[config.mk]
export PLATFORM = sky130hd
export DESIGN_NAME = cr_pipe_unit_flat
export DESIGN_NICKNAME = d
export VERILOG_FILES = /design/src/rtl/cr_pipe_unit_if.sv /design/src/rtl/cr_pipe_unit.sv /design/src/flat_wrapper.sv
export SDC_FILE = /design/constraint.sdc
export NUM_CORES = 1
export LEC_CHECK = 0
export CAP_MARGIN = 10
export CORE_MARGIN = 3
export CORE_UTILIZATION = 25
export CTS_BUF_LIST = sky130_fd_sc_hd__clkbuf_4
export CTS_CLUSTER_DIAMETER = 150
export DETAILED_ROUTE_END_ITERATION = 8
export RECOVER_POWER = 25
export SLEW_MARGIN = 20
export SYNTH_ARGS = -nofsm -noshare
export SYNTH_HDL_FRONTEND = slang
export SYNTH_SLANG_ARGS = --single-unit
[constraint.sdc]
create_clock -name clk -period 7.3 [get_ports clk]
set_input_delay 1.825 -clock clk [delete_from_list [all_inputs] [get_ports clk]]
set_output_delay 1.825 -clock clk [all_outputs]
set_load 0.01 [all_outputs]
[src/rtl/cr_pipe_unit_if.sv]
// ---------------------------------------------------------------------------
// cr_pipe_unit_if
//   Decoder-to-CR-unit op bus. The decoder drives an op and its operands; the
//   CR unit returns op_ready.
//
//   Handshake: an op transfers on a rising clk edge where op_valid and
//   op_ready are both high. While op_valid is high and op_ready is low the
//   master holds the op and its fields stable. op_ready never depends on
//   op_valid.
//
//   Signals (master view):
//     op_valid  out  op present
//     op_ready  in   unit can accept an op this cycle
//     op_code   out  4-bit operation code
//     op_bt     out  target bit (logical ops)
//     op_ba     out  source bit A
//     op_bb     out  source bit B
//     op_bf     out  target field (MCRF/SETF)
//     op_bfa    out  source field (MCRF)
//     op_fxm    out  field mask (MTCRF), bit i selects field i
//     op_fld    out  field data (SETF)
//     op_word   out  whole-register data (MTCRF)
// ---------------------------------------------------------------------------
interface cr_pipe_unit_if #(
   parameter int NFIELD  = 8,
   parameter int FIELD_W = 4
);
   localparam int W  = NFIELD * FIELD_W;
   localparam int BW = (W > 1) ? $clog2(W) : 1;
   localparam int FW = (NFIELD > 1) ? $clog2(NFIELD) : 1;

   logic              op_valid;
   logic              op_ready;
   logic [3:0]        op_code;
   logic [BW-1:0]     op_bt;
   logic [BW-1:0]     op_ba;
   logic [BW-1:0]     op_bb;
   logic [FW-1:0]     op_bf;
   logic [FW-1:0]     op_bfa;
   logic [NFIELD-1:0] op_fxm;
   logic [FIELD_W-1:0] op_fld;
   logic [W-1:0]      op_word;

   modport master (
      output op_valid, op_code, op_bt, op_ba, op_bb, op_bf, op_bfa,
             op_fxm, op_fld, op_word,
      input  op_ready
   );

   modport slave (
      input  op_valid, op_code, op_bt, op_ba, op_bb, op_bf, op_bfa,
             op_fxm, op_fld, op_word,
      output op_ready
   );
endinterface

[src/rtl/cr_pipe_unit.sv]
// ---------------------------------------------------------------------------
// cr_pipe_unit
//   Condition-register unit with NFIELD fields of FIELD_W bits. Architectural
//   bit 0 is the MSB; field 0 is architectural bits 0..FIELD_W-1.
//   Two stages: S1 holds the accepted op and reads its operands from the
//   forwarded CR view; S2 computes the write and updates CR on the edge that
//   ends its cycle.
//
//   Ports:
//     clk       in   clock
//     rst_n     in   synchronous reset, active low
//     op        slave side of cr_pipe_unit_if (op_* bus, op_ready)
//     alu_we    in   ALU/MDU write of field 0
//     alu_cr0   in   field-0 data for alu_we
//     stall     in   freeze both stages
//     cr_rd     out  registered CR, architectural bit 0 at the MSB
//     done      out  one-cycle pulse in the cycle after an S2 op retires
//     busy      out  S1 or S2 holds a valid op
// ---------------------------------------------------------------------------
module cr_pipe_unit #(
   parameter int NFIELD  = 8,
   parameter int FIELD_W = 4
) (
   input  logic                      clk,
   input  logic                      rst_n,
   cr_pipe_unit_if.slave             op,
   input  logic                      alu_we,
   input  logic [FIELD_W-1:0]        alu_cr0,
   input  logic                      stall,
   output logic [NFIELD*FIELD_W-1:0] cr_rd,
   output logic                      done,
   output logic                      busy
);
   localparam int W  = NFIELD * FIELD_W;
   localparam int BW = (W > 1) ? $clog2(W) : 1;
   localparam int FW = (NFIELD > 1) ? $clog2(NFIELD) : 1;

   localparam logic [3:0] OP_AND   = 4'd1;
   localparam logic [3:0] OP_OR    = 4'd2;
   localparam logic [3:0] OP_XOR   = 4'd3;
   localparam logic [3:0] OP_NAND  = 4'd4;
   localparam logic [3:0] OP_NOR   = 4'd5;
   localparam logic [3:0] OP_EQV   = 4'd6;
   localparam logic [3:0] OP_ANDC  = 4'd7;
   localparam logic [3:0] OP_ORC   = 4'd8;
   localparam logic [3:0] OP_MCRF  = 4'd9;
   localparam logic [3:0] OP_SETF  = 4'd10;
   localparam logic [3:0] OP_MTCRF = 4'd11;

   // Architectural register; physical bit W-1 is architectural bit 0.
   logic [W-1:0] cr;
   logic [W-1:0] cr_next;

   // S1: accepted op, raw fields
   logic               s1_v;
   logic [3:0]         s1_code;
   logic [BW-1:0]      s1_bt, s1_ba, s1_bb;
   logic [FW-1:0]      s1_bf, s1_bfa;
   logic [NFIELD-1:0]  s1_fxm;
   logic [FIELD_W-1:0] s1_fld;
   logic [W-1:0]       s1_word;

   // S1 operands read from the forwarded view
   logic               s1_a, s1_b;
   logic [FIELD_W-1:0] s1_src;
   logic [W-1:0]       sh_a, sh_b, sh_f;

   // S2: op plus captured operands
   logic               s2_v;
   logic [3:0]         s2_code;
   logic [BW-1:0]      s2_bt;
   logic [FW-1:0]      s2_bf;
   logic               s2_a, s2_b;
   logic [FIELD_W-1:0] s2_src;
   logic [NFIELD-1:0]  s2_fxm;
   logic [FIELD_W-1:0] s2_fld;
   logic [W-1:0]       s2_word;

   logic               s2_we;
   logic [W-1:0]       s2_wmask, s2_wdata;
   logic [W-1:0]       lop_mask, fld_mask, fld_data;
   logic               lop_hit, lop_bit;

   assign op.op_ready = ~stall;
   assign busy        = s1_v | s2_v;
   assign cr_rd       = cr;
   assign s2_we       = s2_v & ~stall;

   // Next CR value. It doubles as the forwarded view for S1 operand reads:
   // S2 data wins on its bits, then alu_cr0 on field 0, then the register.
   always_comb begin
      cr_next = cr;
      if (alu_we) begin
         cr_next[W-1 -: FIELD_W] = alu_cr0;
      end
      if (s2_we) begin
         cr_next = (cr_next & ~s2_wmask) | (s2_wdata & s2_wmask);
      end
   end

   // S1 operand read; architectural index b lives at physical W-1-b.
   always_comb begin
      sh_a   = cr_next >> (W - 1 - int'(s1_ba));
      sh_b   = cr_next >> (W - 1 - int'(s1_bb));
      sh_f   = cr_next >> ((NFIELD - 1 - int'(s1_bfa)) * FIELD_W);
      s1_a   = sh_a[0];
      s1_b   = sh_b[0];
      s1_src = sh_f[FIELD_W-1:0];
   end

   // Single-bit logical result
   always_comb begin
      lop_hit = 1'b1;
      lop_bit = 1'b0;
      case (s2_code)
         OP_AND:  lop_bit = s2_a & s2_b;
         OP_OR:   lop_bit = s2_a | s2_b;
         OP_XOR:  lop_bit = s2_a ^ s2_b;
         OP_NAND: lop_bit = ~(s2_a & s2_b);
         OP_NOR:  lop_bit = ~(s2_a | s2_b);
         OP_EQV:  lop_bit = ~(s2_a ^ s2_b);
         OP_ANDC: lop_bit = s2_a & ~s2_b;
         OP_ORC:  lop_bit = s2_a | ~s2_b;
         default: lop_hit = 1'b0;
      endcase
      lop_mask = lop_hit ? ({{(W-1){1'b0}}, 1'b1} << (W - 1 - int'(s2_bt))) : '0;
   end

   // Per-field write select and data for MCRF / SETF / MTCRF
   for (genvar g = 0; g < NFIELD; g++) begin : g_fld
      logic               sel;
      logic [FIELD_W-1:0] dat;
      always_comb begin
         sel = 1'b0;
         dat = s2_fld;
         case (s2_code)
            OP_MCRF: begin
               sel = (s2_bf == FW'(g));
               dat = s2_src;
            end
            OP_SETF: begin
               sel = (s2_bf == FW'(g));
               dat = s2_fld;
            end
            OP_MTCRF: begin
               sel = s2_fxm[g];
               dat = s2_word[W-1-g*FIELD_W -: FIELD_W];
            end
            default: ;
         endcase
      end
      assign fld_mask[W-1-g*FIELD_W -: FIELD_W] = {FIELD_W{sel}};
      assign fld_data[W-1-g*FIELD_W -: FIELD_W] = dat;
   end

   // Logical ops and field ops never coexist, so the masks are disjoint.
   assign s2_wmask = lop_mask | fld_mask;
   assign s2_wdata = (lop_mask & {W{lop_bit}}) | (fld_mask & fld_data);

   always_ff @(posedge clk) begin
      if (!rst_n) begin
         cr      <= '0;
         done    <= 1'b0;
         s1_v    <= 1'b0;
         s1_code <= '0;
         s1_bt   <= '0;
         s1_ba   <= '0;
         s1_bb   <= '0;
         s1_bf   <= '0;
         s1_bfa  <= '0;
         s1_fxm  <= '0;
         s1_fld  <= '0;
         s1_word <= '0;
         s2_v    <= 1'b0;
         s2_code <= '0;
         s2_bt   <= '0;
         s2_bf   <= '0;
         s2_a    <= 1'b0;
         s2_b    <= 1'b0;
         s2_src  <= '0;
         s2_fxm  <= '0;
         s2_fld  <= '0;
         s2_word <= '0;
      end else begin
         cr   <= cr_next;
         done <= s2_we;
         if (!stall) begin
            // op_ready is ~stall, so op_valid alone marks an accept here.
            s1_v    <= op.op_valid;
            s1_code <= op.op_code;
            s1_bt   <= op.op_bt;
            s1_ba   <= op.op_ba;
            s1_bb   <= op.op_bb;
            s1_bf   <= op.op_bf;
            s1_bfa  <= op.op_bfa;
            s1_fxm  <= op.op_fxm;
            s1_fld  <= op.op_fld;
            s1_word <= op.op_word;
            s2_v    <= s1_v;
            s2_code <= s1_code;
            s2_bt   <= s1_bt;
            s2_bf   <= s1_bf;
            s2_a    <= s1_a;
            s2_b    <= s1_b;
            s2_src  <= s1_src;
            s2_fxm  <= s1_fxm;
            s2_fld  <= s1_fld;
            s2_word <= s1_word;
         end
      end
   end
endmodule

[src/flat_wrapper.sv]
// flat-port wrapper written by rule: the top's interface ports become plain ports
module cr_pipe_unit_flat 
#(
   parameter int NFIELD  = 8,
   parameter int FIELD_W = 4
)
  (clk, rst_n, alu_we, alu_cr0, stall, cr_rd, done, busy, op_op_valid, op_op_code, op_op_bt, op_op_ba, op_op_bb, op_op_bf, op_op_bfa, op_op_fxm, op_op_fld, op_op_word, op_op_ready);
  cr_pipe_unit_if #(.NFIELD(NFIELD), .FIELD_W(FIELD_W)) op_i ();
  input  logic clk;
  input  logic rst_n;
  input  logic alu_we;
  input  logic [FIELD_W-1:0] alu_cr0;
  input  logic stall;
  output logic [NFIELD*FIELD_W-1:0] cr_rd;
  output logic done;
  output logic busy;
  input wire logic [$bits(op_i.op_valid)-1:0] op_op_valid;
  input wire logic [$bits(op_i.op_code)-1:0] op_op_code;
  input wire logic [$bits(op_i.op_bt)-1:0] op_op_bt;
  input wire logic [$bits(op_i.op_ba)-1:0] op_op_ba;
  input wire logic [$bits(op_i.op_bb)-1:0] op_op_bb;
  input wire logic [$bits(op_i.op_bf)-1:0] op_op_bf;
  input wire logic [$bits(op_i.op_bfa)-1:0] op_op_bfa;
  input wire logic [$bits(op_i.op_fxm)-1:0] op_op_fxm;
  input wire logic [$bits(op_i.op_fld)-1:0] op_op_fld;
  input wire logic [$bits(op_i.op_word)-1:0] op_op_word;
  output wire logic [$bits(op_i.op_ready)-1:0] op_op_ready;
  assign op_i.op_valid = op_op_valid;
  assign op_i.op_code = op_op_code;
  assign op_i.op_bt = op_op_bt;
  assign op_i.op_ba = op_op_ba;
  assign op_i.op_bb = op_op_bb;
  assign op_i.op_bf = op_op_bf;
  assign op_i.op_bfa = op_op_bfa;
  assign op_i.op_fxm = op_op_fxm;
  assign op_i.op_fld = op_op_fld;
  assign op_i.op_word = op_op_word;
  assign op_op_ready = op_i.op_ready;
  cr_pipe_unit #(.NFIELD(NFIELD), .FIELD_W(FIELD_W)) u_core (.clk(clk), .rst_n(rst_n), .op(op_i), .alu_we(alu_we), .alu_cr0(alu_cr0), .stall(stall), .cr_rd(cr_rd), .done(done), .busy(busy));
endmodule
After elaboration in Yosys (flattened, before gate mapping)
Index checks and enable logic that the tools add are counted.
{"block": "word_totals", "output_inout_bits": 35, "wordCells": 92, "reg_bits": 166, "in_bits": 78}
{"block": "classes", "n_addsub": 4, "reduce_logical": 3, "mux": 21, "eq_ne": 18, "bitwise": 20, "shift": 4}
{"op": "$and A32 B32 Y32", "count": 4}
{"op": "$or A32 B32 Y32", "count": 3}
{"op": "$mux W32", "count": 2}
{"op": "$pmux W4 S2", "count": 8}
{"op": "$shr A32 B32 Y1", "count": 2}
{"op": "$not A32 Y32", "count": 1}
{"op": "$shl A1 B32 Y32 const A", "count": 1}
{"op": "$shr A32 B32 Y4", "count": 1}
{"op": "$sub A5 B5 Y6 const A", "count": 3}
{"op": "$eq A4 B3 Y1 const B", "count": 4}
{"op": "$eq A4 B4 Y1 const B", "count": 4}
{"op": "$pmux W1 S2", "count": 8}
{"op": "$eq A3 B3 Y1 const B", "count": 4}
{"op": "$eq A4 B2 Y1 const B", "count": 2}
{"op": "$pmux W1 S8", "count": 1}
{"op": "$reduce_or A8 Y1", "count": 1}
{"op": "$eq A3 B2 Y1 const B", "count": 2}
{"op": "$not A1 Y1", "count": 5}
{"op": "$eq A4 B1 Y1 const B", "count": 1}
{"op": "$mux W4", "count": 1}
{"op": "$sub A3 B3 Y4 const A", "count": 1}
{"op": "$and A1 B1 Y1", "count": 3}
{"op": "$eq A3 B1 Y1 const B", "count": 1}
{"op": "$logic_not A3 Y1", "count": 1}
{"op": "other kinds (4)", "count": 6}

Logic depth before layout (Yosys ltp)
Gate-level depths: netlist of run 1.
{"block": "logic_depth", "word_depth": 10, "depth_mapped": 13, "mapped_depth_nobuf": 11}

Least setup slack after synthesis of run 1
Ideal clock, no wire load.
{"block": "synth_path", "path_type": "input -> output", "startpoint": "input port stall", "endpoint": "output port op_op_ready", "cell_stages": 2, "required_time_ps": 5475, "n_path_buf": 1, "t_arrival_ps": 2341, "slack_ps": 3134, "cell_sequence": "clkbuf_1 clkinv_1"}
{"block": "synth_between", "elab_chain_cells": 1}
{"item": "start: declaration", "line": "flat_wrapper.sv:13", "rtl": "input logic stall;"}
{"item": "$not A1 Y1", "line": "cr_pipe_unit.sv:84", "rtl": "assign op.op_ready = ~stall;"}
{"item": "end: declaration", "line": "flat_wrapper.sv:27", "rtl": "output wire logic [$bits(op_i.op_ready)-1:0] op_op_ready;"}
No other way between the ends.

Worst setup path after layout of run 1
{"block": "layout_path", "startpoint": "input port rst_n", "endpoint": "register u_core.done"}
{"item": "start: declaration", "line": "flat_wrapper.sv:10", "rtl": "input logic rst_n;"}
{"item": "end signal: assignment", "line": "cr_pipe_unit.sv:186", "rtl": "done <= s2_we;"}
{"item": "end: declaration", "line": "cr_pipe_unit.sv:31", "rtl": "output logic done,"}
No word-level cell between the ends.

==> summary.txt, run 1 <==
Synthesis
  – Number of synthesized flops with an enable pin: 0
  – Syn_area_per_cell: around 9.1 sq um
  – XOR/XNOR Fraction of Synth Area: 0.00100
  – Largest family of logic cells by synthesized area: simple AND/OR/NAND/NOR gates
  – Mapped Nets: between 1000 and 1500
  – Compound-Gate Fraction of Synth Area: 0.140
  – Post-Synth Simple-Gate Area: 0.255
  – Top_reg_cell synth: dfxtp_1
  – Post-Synth Adder-Cell Area: 0.00574
  – Synthesis Warnings: 0
  – Yosys cell types: slightly below 80
  – Dominant cell type by area after synthesis: dfxtp_1
  – Post-Synthesis Cells: around 960
  – Post-Syn Area: roughly 8700 sq um
  – Post-synthesis mux area share: 0.177
  – Post-synth top area share: 0.381
  – Asr flop ratio synth: 0
  – Sequential share of the synthesized area: 0.381
  – Synth Register Bits: around 170
  – Top cells by area, synth: dfxtp_1, mux2i_1, nor2b_1, a21oi_1, nand2_1

Flow run
  – MaxCap Viol Count: 1

STA
  – RSZ-0062 raised after global routing: no
  – Setup Viol. Count Final: 0
  – Final period demand of the worst path: 5000 ps
  – Slew @ Worst Pin: 3010 ps
  – Setup TNS: 0 ps
  – Skew final: roughly 24 ps
  – Max Clk Rate: around 0.20 GHz
  – Slew Limit Fails: 79
  – Final Hold Vio Count: 0
  – Slew headroom: -1.01
  – Tcrit/Tclk final: 0.684

Place
  – Placed inst area: between 10000 and 15000 sq um
  – Final HPWL DP: 23000 um
  – GP Congestion: between 0.9 and 1
  – Port Buffer Count: roughly 110

Critical path
  – Worst setup path start: rst_n
  – CP Class: input port to flop
  – Slowest CP cell: clkbuf_1
  – CP arrival: 5530 ps
  – Crit start category: input port
  – Worst-path fanout max: between 80 and 90
  – Reg-to-reg endpoint: u_core.s2_b
  – Crit end category: flop
  – R2R cell count: 11
  – WP data required: 7840 ps
  – Critical Path End: u_core.done
  – Worst path max stage delay: approximately 2100 ps
  – CP cell instances: clkbuf_1 -> clkbuf_2 -> and2_1
  – FF-to-FF Start: u_core.s2_b
  – Worst R2R Setup Slack: ~3000 ps

Pwr
  – Comb pwr share: 0.125
  – Total power: 1.76 mW
  – Int Pwr: around 1.2 mW
  – Static Leak: about 3.9 nW
  – Switching Share: 0.306
  – Clk pwr share: 0.310
  – Sequential power share: 0.564
  – P_sw: ~0.54 mW
  – Power Density: 169 nW/um^2
  – IR drop worst, VDD: between 90 and 100 uV

Layout
  – Final instance area: about 10000 sq um
  – Synth-to-layout area growth: 19.8%
  – Nets: 1110
  – Fill cells: between 3000 and 4000
  – Area of the multi-input gates: ~5000 sq um
  – Storage cell area: between 3000 and 4000 sq um
  – Layout cells sized above 1: 0.0586
  – Core Util, Final: 0.307

Drt
  – Vias: 7468
  – DRC Markers: 0
  – DR vias/cell: ~5
  – ANT nets after route: 0
  – Routed WL: 30200 um
  – Routed wire per std cell: between 20 and 25 um
  – DRC marker count from the first detailed-route iteration: between 500 and 600
  – Detailed Routing Iterations Pass 1: 5

Hold path
  – Min-Delay Path Class: flop to flop

Clocking
  – # resized after CTS: 0
  – Setup Fix Bufs, Post-CTS: 0
  – Root Buffer: clkbuf_4
  – Clock Sinks: roughly 170
  – CTS tree: built
  – Post-CTS Hold Fix Bufs: 0
  – Max clock buf depth: 2
  – Worst-Skew Late Latency: roughly 610 ps
  – Clk slew on worst S/H paths: roughly 170 ps
  – Num CTS Buffers: 17
  – H-tree Lvls: 4

GRT
  – Pin count of the biggest net entering global routing: 90
  – First-pass GRT wire length: about 45000 um
  – Initial antenna violation count: 1
  – GRT overflow: 0
  – Gr usage total: 0.163
  – Vias in the first global route: roughly 7000

Die
  – Ports: 113
  – Starting Density: 0.257
  – Chip height: 193 um
  – Chip Width: between 150 and 200 um
  – Die ar.: 37100 sq um
  – Number of cell rows: 67
  – Core footprint: 34000 sq um

Run status
  – Run status: finished, violations left
  – Violated checks: max-capacitance violations, max-slew violations
==> cells in the final DEF, fill, tap and decap left out, types with 5 or more instances in the layout <==
cell type,n
o21ai_1,5
a31oi_1,9
and3_1,11
clkdlybuf4s50_1,110
clkbuf_4,17
nor4_1,5
nor2b_1,157
a21oi_1,46
nor3_1,30
a211oi_1,20
and2_1,19
a211oi_2,5
or3_1,6
nand3_1,14
inv_1,18
nor2_1,31
inv_8,6
nand2_1,50
nand4_1,5
a211o_1,9
nand2b_1,11
nand3b_1,6
dfxtp_1,166
mux2i_1,146
buf_4,5
o21ai_0,17
o211ai_1,11
==> routing by layer <==
metal	track usage	vias up	part of all wire	wire [um]
met3	0.0383	52	0.071	2140
li1	-	3590	-	-
met1	0.241	3521	0.50	15000
met2	0.222	305	0.39	11900
met5	0	-	0	0
met4	0.0672	0	0.039	1160
==> sequential cells by signal, indices dropped and copies added, names as in the netlist, 3 cells and up <==
register / cells
u_core.cr_rd: 32
u_core.s1_ba: 5
u_core.s1_bb: 5
u_core.s1_bf: 3
u_core.s1_bfa: 3
u_core.s1_bt: 5
u_core.s1_code: 4
u_core.s1_fld: 4
u_core.s1_fxm: 8
u_core.s1_word: 32
u_core.s2_bf: 3
u_core.s2_bt: 5
u_core.s2_code: 4
u_core.s2_fld: 4
u_core.s2_fxm: 8
u_core.s2_src: 4
u_core.s2_word: 32
==> how the worst min path moves through the flow <==
stage,from,end,slack (ps),depth (start not counted)
finish,u_core.s1_fxm[6],u_core.s2_fxm[6],510,2
detailed placement,u_core.s2_src[1],u_core.s2_src[1],490,1
CTS,u_core.s1_fxm[5],u_core.s2_fxm[5],510,2
global route,u_core.s1_word[9],u_core.s2_word[9],540,2
floorplan,u_core.s2_src[1],u_core.s2_src[1],450,1
global placement,u_core.s2_src[1],u_core.s2_src[1],470,1
==> metrics by stage <==
stage / std cells / hold WS (ps) / setup WS [ps]
CTS: 1489 / 514 / 2320
floorplan: 959 / 454 / 3130
detailed placement: 1457 / 488 / 2100
global placement: 1457 / 473 / 2140
finish: 1490 / 507 / 2300
global route: 1490 / 537 / 1880
==> area by class of cell <==
cell class	count	area share
inverters	19	0.00683
repair buffers	118	0.111
clock buffers	17	0.0122
multi-input cells	706	0.483
flip-flops and latches	166	0.318
well taps	448	0.0537
clock inverters	15	0.0147
diodes	1	0.000240
==> critical path: cells and delay by family <==
family | cells | cell delay (ps)
buffers and inverters | 2 | 3370
AND/OR/NAND/NOR | 1 | 290
==> cells in the mapped netlist (4+ instances only) <==
cell type,n
nor2b_1,157
nor2_1,31
a21oi_1,46
nand3b_1,6
a31oi_1,9
a211o_1,9
buf_1,13
o211a_1,4
nand3_1,14
o211ai_1,11
and3_1,11
and2_1,19
clkbuf_1,46
o21ai_0,17
nor3_1,30
dfxtp_1,166
nor3b_1,4
a211oi_2,5
o2111ai_1,4
o21ai_1,5
nand4_1,5
nor4_2,4
ha_1,4
nand2_1,50
or4_1,4
nor4_1,5
nand2b_1,11
buf_2,5
or3_1,6
a211oi_1,20
mux2i_1,146
inv_1,18
o31ai_1,4
==> cells by family (layout without fill, tap and decap cells) <==
| logic type | Yosys count | in the layout |
|---|---|---|
| AND/OR/NAND/NOR | 378 | 378 |
| AO/OA/AOI/OAI | 172 | 172 |
| flip-flops | 166 | 166 |
| multiplexers | 151 | 151 |
| buffers and inverters | 87 | 169 |
| adder cells (fa/ha/maj) | 4 | 4 |
| XOR/XNOR | 1 | 1 |
| other | 0 | 1 |
==> power groups by stage <==
stage                     clock [mW]  sequential, mW  combinational, mW
after floorplan                    0           0.981              0.155
after global placement             0            1.01              0.217
after global routing           0.615            1.00              0.243
after CTS                      0.582           0.994              0.220
final                          0.547           0.994              0.221
after detailed placement           0            1.01              0.219
Note: power is estimated with default switching activity, not from simulation.
==> run 2: changes to the inputs <==
clock period = 4.75 ns   (was 7.3 ns; I/O delays follow)
==> summary.txt, run 2 (same netlist as run 1, synthesis figures left out) <==
Drt
  – DR vias/cell: around 5.0
  – ANT nets after route: 0
  – DRC marker count from the first detailed-route iteration: approximately 700
  – Vias: 7451
  – Routed wire per std cell: 20.3 um
  – Detailed Routing Iterations Pass 1: 7
  – Routed WL: 30400 um
  – DRC Markers: 0

Die
  – Chip Width: 193 um
  – Ports: ~110
  – Chip height: a little under 200 um
  – Die ar.: ~37000 sq um
  – Starting Density: 0.257
  – Number of cell rows: 67
  – Core footprint: between 30000 and 40000 sq um

GRT
  – Initial antenna violation count: 1
  – Vias in the first global route: just over 7000
  – Pin count of the biggest net entering global routing: ~120
  – GRT overflow: 0
  – Gr usage total: 0.163
  – First-pass GRT wire length: approximately 45000 um

Layout
  – Final instance area: roughly 11000 sq um
  – Nets: 1118
  – Synth-to-layout area growth: 20.6%
  – Most common cell after layout, fill and taps aside: dfxtp_1
  – Commonest cells after routing, fill and taps aside: dfxtp_1, nor2b_1, mux2i_1
  – Final cell count without fillers: ~1500
  – Layout cells sized above 1: 0.0667

Place
  – Post-Place Worst Slack: 526 ps
  – Port Buffer Count: ~110
  – Placed inst area: approximately 10000 sq um
  – GP Congestion: 0.951
  – Final HPWL DP: ~23000 um
  – Placed insts: about 1500

STA
  – Slew @ Worst Pin: 3560 ps
  – Skew final: 39.4 ps
  – Tcrit/Tclk final: 0.846
  – Final Hold Vio Count: 0
  – Setup TNS: 0 ps
  – Slew headroom: -1.37
  – Worst setup margin: roughly 730 ps
  – RSZ-0062 raised after global routing: no
  – Slew Limit Fails: around 120
  – Setup Viol. Count Final: 0
  – Final period demand of the worst path: approximately 4000 ps
  – Max Clk Rate: 0.249 GHz

Pwr
  – Static Leak: about 3.9 nW
  – Power Density: approximately 260 nW/um^2
  – IR drop worst, VDD: approximately 130 uV
  – Total power: 2.76 mW

Critical path
  – CP cell instances: buf_6 -> buf_2 -> mux2i_1 -> nor2b_1
  – Crit start category: input port
  – Worst path max stage delay: around 2500 ps
  – CP arrival: ~4500 ps
  – WP data required: approximately 5200 ps
  – Crit end category: flop
  – Slowest CP cell: buf_2
  – Worst-path fanout max: between 100 and 150
  – CP Class: input port to flop

Flow run
  – MaxCap Viol Count: 1

Clocking
  – Clock Sinks: 166
  – Max clock buf depth: 2
  – Post-CTS Hold Fix Bufs: 0
  – H-tree Lvls: 4
  – CTS tree: built
  – Clk slew on worst S/H paths: approximately 160 ps
  – # resized after CTS: 0
  – Root Buffer: clkbuf_4
  – Num CTS Buffers: 17
  – Worst-Skew Late Latency: between 600 and 700 ps
  – Setup Fix Bufs, Post-CTS: 0

Run status
  – Violated checks: max-capacitance violations, max-slew violations
  – Run status: finished, violations left

Hold path
  – Min-Delay Path Class: flop to flop
-- run 2: changes by cell type in the layout (fill, tap and decap cells not counted) --
cell,delta
clkbuf_2,-1
clkinv_4,-4
buf_2,+1
bufinv_16,+1
inv_6,-1
clkinvlp_4,+4
clkbuf_4,+1
clkbuf_1,-1
buf_4,+9
inv_8,-1
-- run 2: final timing paths --
kind,to,slack (ps),from,cells past startpoint
worst max register to register,u_core.s2_b,810,u_core.s2_code[1],10
worst max-delay path,u_core.s2_word[13],730,stall,4
worst min register to register,u_core.s2_word[6],510,u_core.s1_word[6],2
worst min-delay path,u_core.s2_word[6],510,u_core.s1_word[6],2
-- run 2: area by class of cell --
cell class	count	area [sq um]
Clock inverter	14	159
Antenna cell	1	2.50
Clock buffer	18	135
Fill cell	3585	23400
Tap cell	448	561
Multi-Input combinational cell	706	5040
Inverter	19	71.3
Sequential cell	166	3320
Timing Repair Buffer	126	1220
-- run 2: worst max-delay path, delay by kind of cell --
family / cells / cell delay, ps
buf+inv: 2 / 2710
mux: 1 / 380
simple gates: 1 / 80
-- run 2: power breakdown --
part	internal (mW)	total, mW	switching, mW
Combinational	0.197	0.352	0.155
Sequential	1.45	1.53	0.0770
Clock	0.291	0.882	0.591
Total	1.94	2.76	0.824
-- run 2: through the flow --
| stage | utilization | hold slack (ps) |
|---|---|---|
| 6_report | 0.310 | 513 |
| 5_1_grt | 0.310 | 544 |
| 4_1_cts | 0.310 | 515 |
| 3_5_place_dp | 0.301 | 506 |
| 3_3_place_gp | 0.301 | 493 |
| 2_1_floorplan | - | 454 |
-- run 2: per-layer routing --
layer  routed length (um)  global-route usage
met5                    0                   0
met4                  578              0.0417
met3                 2160              0.0392
met2                12800               0.238
met1                14900               0.239
==> run 3: changes to the inputs <==
clock period = 3.65 ns   (was 4.75 ns; I/O delays follow)
==> summary.txt, run 3 (same netlist as run 1, synthesis figures left out) <==
Critical path
  – CP arrival: ~4000 ps
  – Worst path max stage delay: 710 ps
  – Worst-path fanout max: 14
  – CP cell instances: and3b_1 -> o21ai_0 -> a21oi_1 -> nor3_1 -> a211oi_1 -> inv_1 -> mux4_2 -> nand2_1 -> a31oi_1
  – Worst R2R Setup Slack: slightly above 200 ps
  – CP top delay family: compound AO/OA/AOI/OAI gates
  – Crit start category: flop
  – Reg-to-reg endpoint: u_core.s2_src[2]
  – Slowest CP cell: dfxtp_1
  – CP Class: flop to flop
  – Crit end category: flop
  – CP bufs+invs: 1
  – R2R cell count: 9
  – FF-to-FF Start: u_core.s2_code[3]
  – WP data required: roughly 4200 ps

GRT
  – Gr usage total: 0.164
  – Vias in the first global route: 7269
  – GRT overflow: 0
  – Initial antenna violation count: 1
  – Pin count of the biggest net entering global routing: 120
  – First-pass GRT wire length: roughly 45000 um

Die
  – Ports: between 100 and 150
  – Chip height: between 150 and 200 um
  – Number of cell rows: 67
  – Chip Width: around 190 um
  – Die ar.: approximately 37000 sq um
  – Starting Density: 0.257
  – Core footprint: about 34000 sq um

Clocking
  – Setup Fix Bufs, Post-CTS: 0
  – Clock Sinks: about 170
  – Max clock buf depth: 2
  – H-tree Lvls: 4
  – Worst-Skew Late Latency: between 600 and 700 ps
  – Post-CTS Hold Fix Bufs: 0
  – Num CTS Buffers: 17
  – Root Buffer: clkbuf_4
  – CTS tree: built
  – Clk slew on worst S/H paths: about 170 ps

Hold path
  – Min-Delay Path Class: flop to flop
  – Cells on Worst Hold Path: 2
  – Hold_sp: u_core.s1_word[11]
  – Worst Hold Path EP: u_core.s2_word[11]

Pwr
  – Power Density: approximately 330 nW/um^2
  – Total power: roughly 3.6 mW
  – Static Leak: between 4 and 5 nW
  – IR drop worst, VDD: a little under 200 uV

STA
  – Final period demand of the worst path: 3450 ps
  – Max Clk Rate: approximately 0.29 GHz
  – Slew Limit Fails: ~270
  – Slew @ Worst Pin: approximately 2600 ps
  – Setup Viol. Count Final: 0
  – Tcrit/Tclk final: 0.945
  – RSZ-0062 raised after global routing: no
  – Slew headroom: -0.712
  – Skew final: 36.3 ps
  – Final Hold Vio Count: 0
  – Worst setup margin: ~200 ps
  – Setup TNS: 0 ps

Layout
  – Fill cells: about 3600
  – Commonest cells after routing, fill and taps aside: dfxtp_1, nor2b_1, mux2i_1
  – Synth-to-layout area growth: 22.9%
  – Layout cells sized above 1: 0.0901
  – Nets: 1146
  – Most common cell after layout, fill and taps aside: dfxtp_1
  – Core Util, Final: 0.315

Drt
  – Metal1 wirelength: about 15000 um
  – DRC Markers: 0
  – Top sig layer: met4
  – Wire length on met3: roughly 2200 um
  – Routed WL: between 30000 and 40000 um
  – DR vias/cell: ~5.0
  – Detailed Routing Iterations Pass 1: 5
  – Vias: 7671
  – Metal2 WL: approximately 13000 um
  – ANT nets after route: 0
  – Routed wire per std cell: roughly 20 um
  – DRC marker count from the first detailed-route iteration: about 660

Flow run
  – MaxCap Viol Count: 3

Place
  – Final HPWL DP: 23700 um
  – GP Congestion: around 0.96
  – Post-Place Worst Slack: 250 ps
  – Port Buffer Count: between 100 and 150

Run status
  – Run status: finished, violations left
  – Violated checks: max-capacitance violations, max-slew violations
==> run 3: area by class of cell <==
type	instances	area, sq um	area share
Antenna cell	3	7.51	0.000701
Inverter	19	71.3	0.00666
Timing Repair Buffer	154	1430	0.133
Clock inverter	14	143	0.0133
Sequential cell	166	3320	0.310
Multi-Input combinational cell	706	5050	0.471
Clock buffer	18	135	0.0126
Tap cell	448	561	0.0523
==> run 3: metal layers <==
layer / global-route usage / up-vias
li1: - / 3657
met2: 0.235 / 327
met1: 0.236 / 3635
met3: 0.0367 / 52
met5: 0 / -
met4: 0.0628 / 0
==> run 3: report_power, final <==
part / switching, mW / internal, mW / total, mW
logic: 0.217 / 0.262 / 0.478
clock network: 0.784 / 0.311 / 1.09
registers: 0.0884 / 1.89 / 1.98
total: 1.09 / 2.46 / 3.55
==> run 3: how the worst max path moves through the flow <==
stage	start	endpoint	slack (ps)	cells after the start
6_report	u_core.s2_code[3]	u_core.s2_src[2]	200	9
4_1_cts	u_core.s2_a	u_core.s2_b	250	12
5_1_grt	u_core.s2_code[3]	u_core.s2_src[2]	8	9
2_1_floorplan	stall	u_core.s2_a	600	10
3_3_place_gp	stall	u_core.s2_b	210	11
3_5_place_dp	stall	u_core.s2_b	250	11
==> run 3: timing repair <==
item | CTS | global route
endpoints found under the setup margin | 0 | 1
hold endpoints to repair | 0 | 0
gates resized for setup | 0 | 1
==> run 3: worst min-delay path, cell delays in order, from the launching register on <==
cell and delay, ps:
dfxtp_1 340, mux2i_1 120, nor2b_1 50
==> run 3: through the flow <==
stage / area (sq um) / hold WS [ps] / std cells
detailed placement: 10400 / 504 / 1493
global placement: 10400 / 495 / 1493
floorplan: 8720 / 454 / 959
finish: 10700 / 517 / 1528
global route: 10700 / 560 / 1528
CTS: 10700 / 522 / 1525
